--- config.mk ---
export PLATFORM = sky130hd
export DESIGN_NAME = prefetch_queue
export DESIGN_NICKNAME = d
export VERILOG_FILES = /design/src/rtl/prefetch_queue_pkg.sv /design/src/rtl/prefetch_queue_fetch_fifo.sv /design/src/rtl/prefetch_queue.sv
export SDC_FILE = /design/constraint.sdc
export NUM_CORES = 1
export LEC_CHECK = 0
export ABC_AREA = 0
export CAP_MARGIN = 20
export CORE_UTILIZATION = 52
export DETAILED_ROUTE_END_ITERATION = 16
export PLACE_DENSITY_LB_ADDON = 0.15
export SLEW_MARGIN = 20
export SYNTH_ARGS = -nofsm -noshare
export SYNTH_HDL_FRONTEND = slang
export SYNTH_HIERARCHICAL = 1
export SYNTH_SLANG_ARGS = --single-unit
export TNS_END_PERCENT = 100
--- constraint.sdc ---
create_clock -name clk -period 4.2 [get_ports clk]
set_clock_uncertainty 0.1 [all_clocks]
set_input_delay 1.05 -clock clk [delete_from_list [all_inputs] [get_ports clk]]
set_output_delay 1.05 -clock clk [all_outputs]
set_load 0.02 [all_outputs]
--- src/rtl/prefetch_queue_pkg.sv ---
// Shared definitions for the instruction prefetch queue.
//   DEFAULT_DEPTH / DEFAULT_TAG_W : default parameter values for the top.
//   MAX_TAG_W                     : storage width of the tag field; the top
//                                   zero-extends its TAG_W-bit epoch into it,
//                                   so TAG_W must not exceed MAX_TAG_W.
//   pq_entry_t                    : one queue entry {pc, instruction, tag}.
package prefetch_queue_pkg;

  localparam int DEFAULT_DEPTH = 4;
  localparam int DEFAULT_TAG_W = 4;
  localparam int MAX_TAG_W     = 16;

  typedef struct packed {
    logic [31:0]          pc;
    logic [31:0]          instruction;
    logic [MAX_TAG_W-1:0] tag;
  } pq_entry_t;

endpackage

--- src/rtl/prefetch_queue_fetch_fifo.sv ---
// fetch_fifo: DEPTH-entry circular buffer of pq_entry_t.
//   clk, reset (sync, active-low)
//   i_flush          : empties the buffer (priority over push/pop)
//   i_push/i_data    : write one entry (accepted when not full, or when
//                      a pop happens in the same cycle)
//   i_pop            : drop the head entry (ignored when empty)
//   o_head           : current head entry (valid when !o_empty)
//   o_empty/o_full   : occupancy flags
//   o_count          : number of stored entries, 0..DEPTH
module fetch_fifo
  import prefetch_queue_pkg::*;
#(
  parameter int DEPTH = DEFAULT_DEPTH
) (
  input  logic                   clk,
  input  logic                   reset,
  input  logic                   i_flush,
  input  logic                   i_push,
  input  pq_entry_t              i_data,
  input  logic                   i_pop,
  output pq_entry_t              o_head,
  output logic                   o_empty,
  output logic                   o_full,
  output logic [$clog2(DEPTH):0] o_count
);

  localparam int AW = $clog2(DEPTH);

  pq_entry_t      r_mem [DEPTH];
  logic [AW-1:0]  r_wr_ptr;
  logic [AW-1:0]  r_rd_ptr;
  logic [AW:0]    r_count;
  logic           w_do_pop;
  logic           w_do_push;

  assign o_empty   = (r_count == '0);
  assign o_full    = (r_count == (AW+1)'(DEPTH));
  assign o_count   = r_count;
  assign o_head    = r_mem[r_rd_ptr];
  assign w_do_pop  = i_pop && !o_empty;
  // A full buffer can still take a push when the head leaves this cycle.
  assign w_do_push = i_push && (!o_full || w_do_pop);

  // DEPTH is a power of two, so the pointers wrap by plain overflow.
  always_ff @(posedge clk) begin
    if (!reset || i_flush) begin
      r_wr_ptr <= '0;
      r_rd_ptr <= '0;
      r_count  <= '0;
    end else begin
      if (w_do_push) r_wr_ptr <= r_wr_ptr + AW'(1);
      if (w_do_pop)  r_rd_ptr <= r_rd_ptr + AW'(1);
      case ({w_do_push, w_do_pop})
        2'b10:   r_count <= r_count + (AW+1)'(1);
        2'b01:   r_count <= r_count - (AW+1)'(1);
        default: r_count <= r_count;
      endcase
    end
  end

  always_ff @(posedge clk) begin
    if (reset && !i_flush && w_do_push) r_mem[r_wr_ptr] <= i_data;
  end

endmodule

--- src/rtl/prefetch_queue.sv ---
// prefetch_queue: sequential instruction prefetcher with an in-order
// response queue and epoch-tagged redirect handling.
//   clk, reset (sync, active-low)
//   Memory side : i_address/i_req out, i_gnt in, i_valid/instruction in.
//   Redirect    : jump, new_pc (word aligned internally).
//   Decode side : stall in; out_valid, IR, pc_out, tag_out out.
// Handshakes: a request transfers on a cycle with i_req=1 and i_gnt=1;
// i_address is held while i_req=1 and i_gnt=0. Responses return in request
// order, one per i_valid cycle, with no back-pressure. The decode side
// consumes the head on out_valid=1 and stall=0; stall=1 holds the outputs.
module prefetch_queue
  import prefetch_queue_pkg::*;
#(
  parameter logic [31:0] START_ADDR = 32'h0000_0000,
  parameter int          DEPTH      = DEFAULT_DEPTH,
  parameter int          TAG_W      = DEFAULT_TAG_W
) (
  input  logic             clk,
  input  logic             reset,
  output logic [31:0]      i_address,
  output logic             i_req,
  input  logic             i_gnt,
  input  logic             i_valid,
  input  logic [31:0]      instruction,
  input  logic             jump,
  input  logic [31:0]      new_pc,
  input  logic             stall,
  output logic             out_valid,
  output logic [31:0]      IR,
  output logic [31:0]      pc_out,
  output logic [TAG_W-1:0] tag_out
);

  localparam int             CW       = $clog2(DEPTH) + 1;
  localparam logic [CW:0]    LP_DEPTH = (CW+1)'(DEPTH);

  logic [31:0]      r_addr;      // next request address
  logic [31:0]      r_resp_pc;   // address of the oldest live-epoch request
  logic [TAG_W-1:0] r_epoch;
  logic [CW-1:0]    r_out_cnt;   // requests granted but not yet answered
  logic [CW-1:0]    r_discard;   // stale responses still to be dropped

  logic             w_grant;
  logic             w_retire;
  logic             w_push;
  logic             w_pop;
  logic [CW:0]      w_inflight;
  logic [CW-1:0]    w_fifo_count;
  logic             w_empty;
  logic             w_full;
  logic [31:0]      w_jump_pc;
  pq_entry_t        w_push_data;
  pq_entry_t        w_head;
  logic             w_unused;

  // Queue slots plus in-flight requests bound the number of responses that
  // can land, so a push never finds the queue full.
  assign w_inflight = {1'b0, w_fifo_count} + {1'b0, r_out_cnt};
  assign i_req      = reset && !jump && (w_inflight < LP_DEPTH);
  assign i_address  = r_addr;
  assign w_grant    = i_req && i_gnt;
  // A response with nothing outstanding is spurious and ignored entirely.
  assign w_retire   = i_valid && (r_out_cnt != '0);
  assign w_push     = w_retire && !jump && (r_discard == '0) && (!w_full || w_pop);
  assign w_pop      = !w_empty && !stall && !jump;
  assign w_jump_pc  = {new_pc[31:2], 2'b00};

  // Responses of the live epoch arrive in address order, so the entry pc is
  // tracked by a counter instead of a per-request address store.
  always_comb begin
    w_push_data             = '0;
    w_push_data.pc          = r_resp_pc;
    w_push_data.instruction = instruction;
    w_push_data.tag         = MAX_TAG_W'(r_epoch);
  end

  always_ff @(posedge clk) begin
    if (!reset) begin
      r_addr    <= START_ADDR;
      r_resp_pc <= START_ADDR;
      r_epoch   <= '0;
      r_out_cnt <= '0;
      r_discard <= '0;
    end else begin
      r_out_cnt <= r_out_cnt + CW'(w_grant) - CW'(w_retire);
      if (jump) begin
        r_addr    <= w_jump_pc;
        r_resp_pc <= w_jump_pc;
        r_epoch   <= r_epoch + TAG_W'(1);
        // Everything still in flight belongs to the old epoch; a response
        // landing this very cycle is already dropped and not counted.
        r_discard <= r_out_cnt - CW'(w_retire);
      end else begin
        if (w_grant) r_addr <= r_addr + 32'd4;
        if (w_retire) begin
          if (r_discard != '0) r_discard <= r_discard - CW'(1);
          else                 r_resp_pc <= r_resp_pc + 32'd4;
        end
      end
    end
  end

  fetch_fifo #(
    .DEPTH (DEPTH)
  ) u_fifo (
    .clk     (clk),
    .reset   (reset),
    .i_flush (jump),
    .i_push  (w_push),
    .i_data  (w_push_data),
    .i_pop   (w_pop),
    .o_head  (w_head),
    .o_empty (w_empty),
    .o_full  (w_full),
    .o_count (w_fifo_count)
  );

  // Outputs read as zero whenever the queue is empty.
  assign out_valid = !w_empty;
  assign IR        = w_empty ? 32'd0 : w_head.instruction;
  assign pc_out    = w_empty ? 32'd0 : w_head.pc;
  assign tag_out   = w_empty ? '0    : w_head.tag[TAG_W-1:0];

  // Upper tag bits beyond TAG_W are always zero.
  assign w_unused = ^w_head.tag;

endmodule

==> flow_results.xml <==
<?xml version="1.0" encoding="UTF-8"?>
<metrics>
  <group name="critical_path">
    <metric name="worst_path_required_time" unit="ns">3.05</metric>
    <metric name="critPathArrivalTime" unit="ns">2.73</metric>
    <metric name="crit_path_top_delay_cell" unit="">sky130_fd_sc_hd__dfxtp_4</metric>
    <metric name="crit_path_cell_chain" unit="">buf_12 &gt; mux4_2 &gt; nor2b_1 &gt; clkdlybuf4s50_1</metric>
    <metric name="critical_path_fanouts_max" unit="">24</metric>
    <metric name="cpLargestDelayFamily" unit="">buffers and inverters</metric>
    <metric name="r2r.worst_path.cells" unit="">11</metric>
    <metric name="timing_worst_setup_path_type" unit="">reg -&gt; out</metric>
    <metric name="timing.rr.start" unit="">u_fifo/o_count[1]</metric>
    <metric name="timing.reg2reg.setup_slack" unit="ns">1.49</metric>
    <metric name="cpPeakStageDelay" unit="ns">0.64</metric>
    <metric name="end_kind" unit="">output port</metric>
    <metric name="startpoint_type" unit="">register</metric>
    <metric name="critPathBufInv" unit="">2</metric>
    <metric name="worstReg2RegEnd" unit="">u_fifo/o_count[2]</metric>
  </group>
  <group name="clocking">
    <metric name="clock_transition_at_the_registers_of_the_reported_paths" unit="ns">0.06</metric>
    <metric name="post_cts_resize_count" unit="">0</metric>
    <metric name="clock_sink_count" unit="">351</metric>
    <metric name="cts_hold_buffers" unit="">0</metric>
    <metric name="numCtsBuffers" unit="">36</metric>
    <metric name="cts_max_path_buffers" unit="">3</metric>
    <metric name="clock_tree_from_tritoncts" unit="">yes</metric>
    <metric name="cts_root_buffer" unit="">sky130_fd_sc_hd__clkbuf_16</metric>
    <metric name="cts_max_level" unit="">2</metric>
    <metric name="clock_insertion_delay_worst_skew" unit="ns">0.51</metric>
    <metric name="post_cts.repair.setup_buffers" unit="">0</metric>
  </group>
  <group name="power_and_ir_drop">
    <metric name="power_switching" unit="uW">1640</metric>
    <metric name="cell_internal_pwr" unit="uW">5930</metric>
    <metric name="leakage" unit="uW">0.00579</metric>
    <metric name="power.share.combinational" unit="">0.069</metric>
    <metric name="clock_power_share" unit="">0.412</metric>
    <metric name="ir_drop" unit="mV">0.262</metric>
    <metric name="pwr_density_cell" unit="nW/um^2">415</metric>
    <metric name="power.switching_fraction" unit="">0.216</metric>
    <metric name="seq_power_share" unit="">0.519</metric>
  </group>
  <group name="grt">
    <metric name="grt_pass1_wl" unit="microns">48300</metric>
    <metric name="grt_antenna_before_repair" unit="">0</metric>
    <metric name="grt_max_degree" unit="">70</metric>
    <metric name="globalRoute.totalOverflow" unit="">0</metric>
    <metric name="gr-usage-all-layers" unit="">0.213</metric>
    <metric name="grt_pass1_vias" unit="">8913</metric>
  </group>
  <group name="placed_design">
    <metric name="port-buffer-count" unit="">167</metric>
    <metric name="place_area" unit="sq um">17100</metric>
    <metric name="place.gp.congestion" unit="">0.831</metric>
    <metric name="dp.final_hpwl" unit="microns">18700</metric>
  </group>
  <group name="die">
    <metric name="die_area" unit="sq um">29400</metric>
    <metric name="die-height" unit="microns">171</metric>
    <metric name="floorplan.io_pins" unit="">172</metric>
    <metric name="starting_density_of_the_core" unit="">0.533</metric>
    <metric name="row_count" unit="">61</metric>
    <metric name="core_region_area" unit="sq um">28000</metric>
    <metric name="fp.dieW" unit="microns">171</metric>
  </group>
  <group name="cells_and_area">
    <metric name="antenna-diode-count" unit="">0</metric>
    <metric name="syn_to_final_growth" unit="%">22.1</metric>
    <metric name="finish.net_count" unit="">1269</metric>
    <metric name="drive_above_1_share" unit="">0.146</metric>
    <metric name="fillerInstances" unit="">2067</metric>
    <metric name="final_standard_cell_area_without_fillers" unit="sq um">18200</metric>
  </group>
  <group name="sta">
    <metric name="worst_slew_pin_slew" unit="ns">1.01</metric>
    <metric name="slew-limit-headroom" unit="">0.324</metric>
    <metric name="setup_violations" unit="">0</metric>
    <metric name="fmax" unit="GHz">0.257</metric>
    <metric name="finalHoldViolations" unit="">0</metric>
    <metric name="rsz0062_at_grt" unit="">false</metric>
    <metric name="slew_viol_final" unit="">0</metric>
    <metric name="time_the_final_worst_path_needs_with_i_o_delays_and_setup" unit="ns">3.88</metric>
    <metric name="final.setup.tns" unit="ns">0</metric>
    <metric name="post-route-period-util" unit="">0.925</metric>
  </group>
  <group name="synth">
    <metric name="syn-instance-count" unit="">1011</metric>
    <metric name="yosysWarningCount" unit="">6</metric>
    <metric name="synth_area" unit="sq um">14900</metric>
    <metric name="syn-mean-instance-area" unit="sq um">14.8</metric>
  </group>
  <group name="worst_hold_path">
    <metric name="endpoint_of_the_worst_hold_timing_path" unit="">u_fifo/r_wr_ptr[0]</metric>
    <metric name="hold_class" unit="">reg -&gt; reg</metric>
    <metric name="hold_start" unit="">u_fifo/r_wr_ptr[0]</metric>
    <metric name="worst_hold_path.num_cells" unit="">2</metric>
  </group>
  <group name="detailed_routing">
    <metric name="drt_first_pass_iters" unit="">5</metric>
    <metric name="antenna_violating_nets_post_route" unit="">0</metric>
    <metric name="drc" unit="">0</metric>
    <metric name="post_drt_via_cell_ratio" unit="">5.69</metric>
    <metric name="detailroute.via_count" unit="">9032</metric>
    <metric name="wl_per_cell" unit="microns">19.1</metric>
    <metric name="initialDrtViolationCount" unit="">674</metric>
    <metric name="routed_wire_length" unit="microns">30400</metric>
  </group>
  <group name="run">
    <metric name="timing.max_cap.violations" unit="">0</metric>
  </group>
  <group name="status">
    <metric name="status" unit="">finished clean</metric>
  </group>
</metrics>
## registers in the layout (all words and copies together), names as in the netlist, 3 cells and up, named ones only
register and count:
i_address 30, r_resp_pc 30, u_fifo/r_mem 272, r_epoch 4, r_out_cnt 3, r_discard 3
u_fifo/o_count 3
## placed cells by master, fill, tap and decap left out, types with 27 or more instances in the layout
cell type	instances
sky130_fd_sc_hd__nand3_1	27
sky130_fd_sc_hd__nand2_1	47
sky130_fd_sc_hd__nor2_1	42
sky130_fd_sc_hd__a21oi_1	49
sky130_fd_sc_hd__mux4_2	68
sky130_fd_sc_hd__xnor2_1	28
sky130_fd_sc_hd__nor2b_1	69
sky130_fd_sc_hd__clkbuf_16	38
sky130_fd_sc_hd__edfxtp_1	272
sky130_fd_sc_hd__dfxtp_1	77
sky130_fd_sc_hd__clkdlybuf4s50_1	167
sky130_fd_sc_hd__o21ai_0	41
## metrics by stage
stage	hold slack, ns	util	cells	setup slack, ns	total power [uW]
3_5_place_dp	0.405	0.609	1522	0.449	4520
3_3_place_gp	0.388	0.609	1522	0.486	4510
5_1_grt	0.448	0.651	1587	0.156	7840
6_report	0.413	0.651	1587	0.315	7560
4_1_cts	0.413	0.651	1587	0.243	7640
2_1_floorplan	0.360	-	1020	0.724	4310
## area by class of cell
type                    count  area, sq um  area share
well taps                 378          473      0.0259
flip-flops and latches    351         9760       0.535
multi-input cells         583         4830       0.265
repair buffers            187         1910       0.105
inverters                  23         86.3     0.00473
clock inverters            17          149     0.00816
clock buffers              48         1030      0.0564
## routing by layer
metal | global-route usage | wire length (microns) | vias to the layer above
met5 | 0 | 0 | -
met4 | 0.0536 | 448 | 0
met3 | 0.0350 | 1830 | 32
met2 | 0.339 | 14000 | 286
met1 | 0.305 | 14100 | 4484
li1 | - | - | 4230
## how the worst max path moves through the flow
stage | cells after the start | endpoint | startpoint | slack [ns]
finish | 4 | pc_out[12] | register | 0.32
global placement | 9 | u_fifo/o_count[2] | jump | 0.49
CTS | 4 | pc_out[12] | register | 0.24
floorplan | 6 | u_fifo/r_mem[0][0] | jump | 0.72
global route | 4 | pc_out[8] | register | 0.16
detailed placement | 9 | u_fifo/o_count[2] | jump | 0.45
## worst min-delay path: cells and delay by family (launching register included)
kind | cells | cell delay, ns
flops | 1 | 0.34
mux | 1 | 0.05
simple gates | 1 | 0.07
## power by group through the flow
| stage | sequential [uW] | combinational (uW) | clock [uW] |
|---|---|---|---|
| 4_1_cts | 3930 | 525 | 3190 |
| 3_5_place_dp | 4000 | 522 | 0 |
| 6_report | 3930 | 520 | 3120 |
| 2_1_floorplan | 3990 | 314 | 0 |
| 3_3_place_gp | 4000 | 510 | 0 |
| 5_1_grt | 3940 | 582 | 3310 |
(Power assumes the default switching activity.)
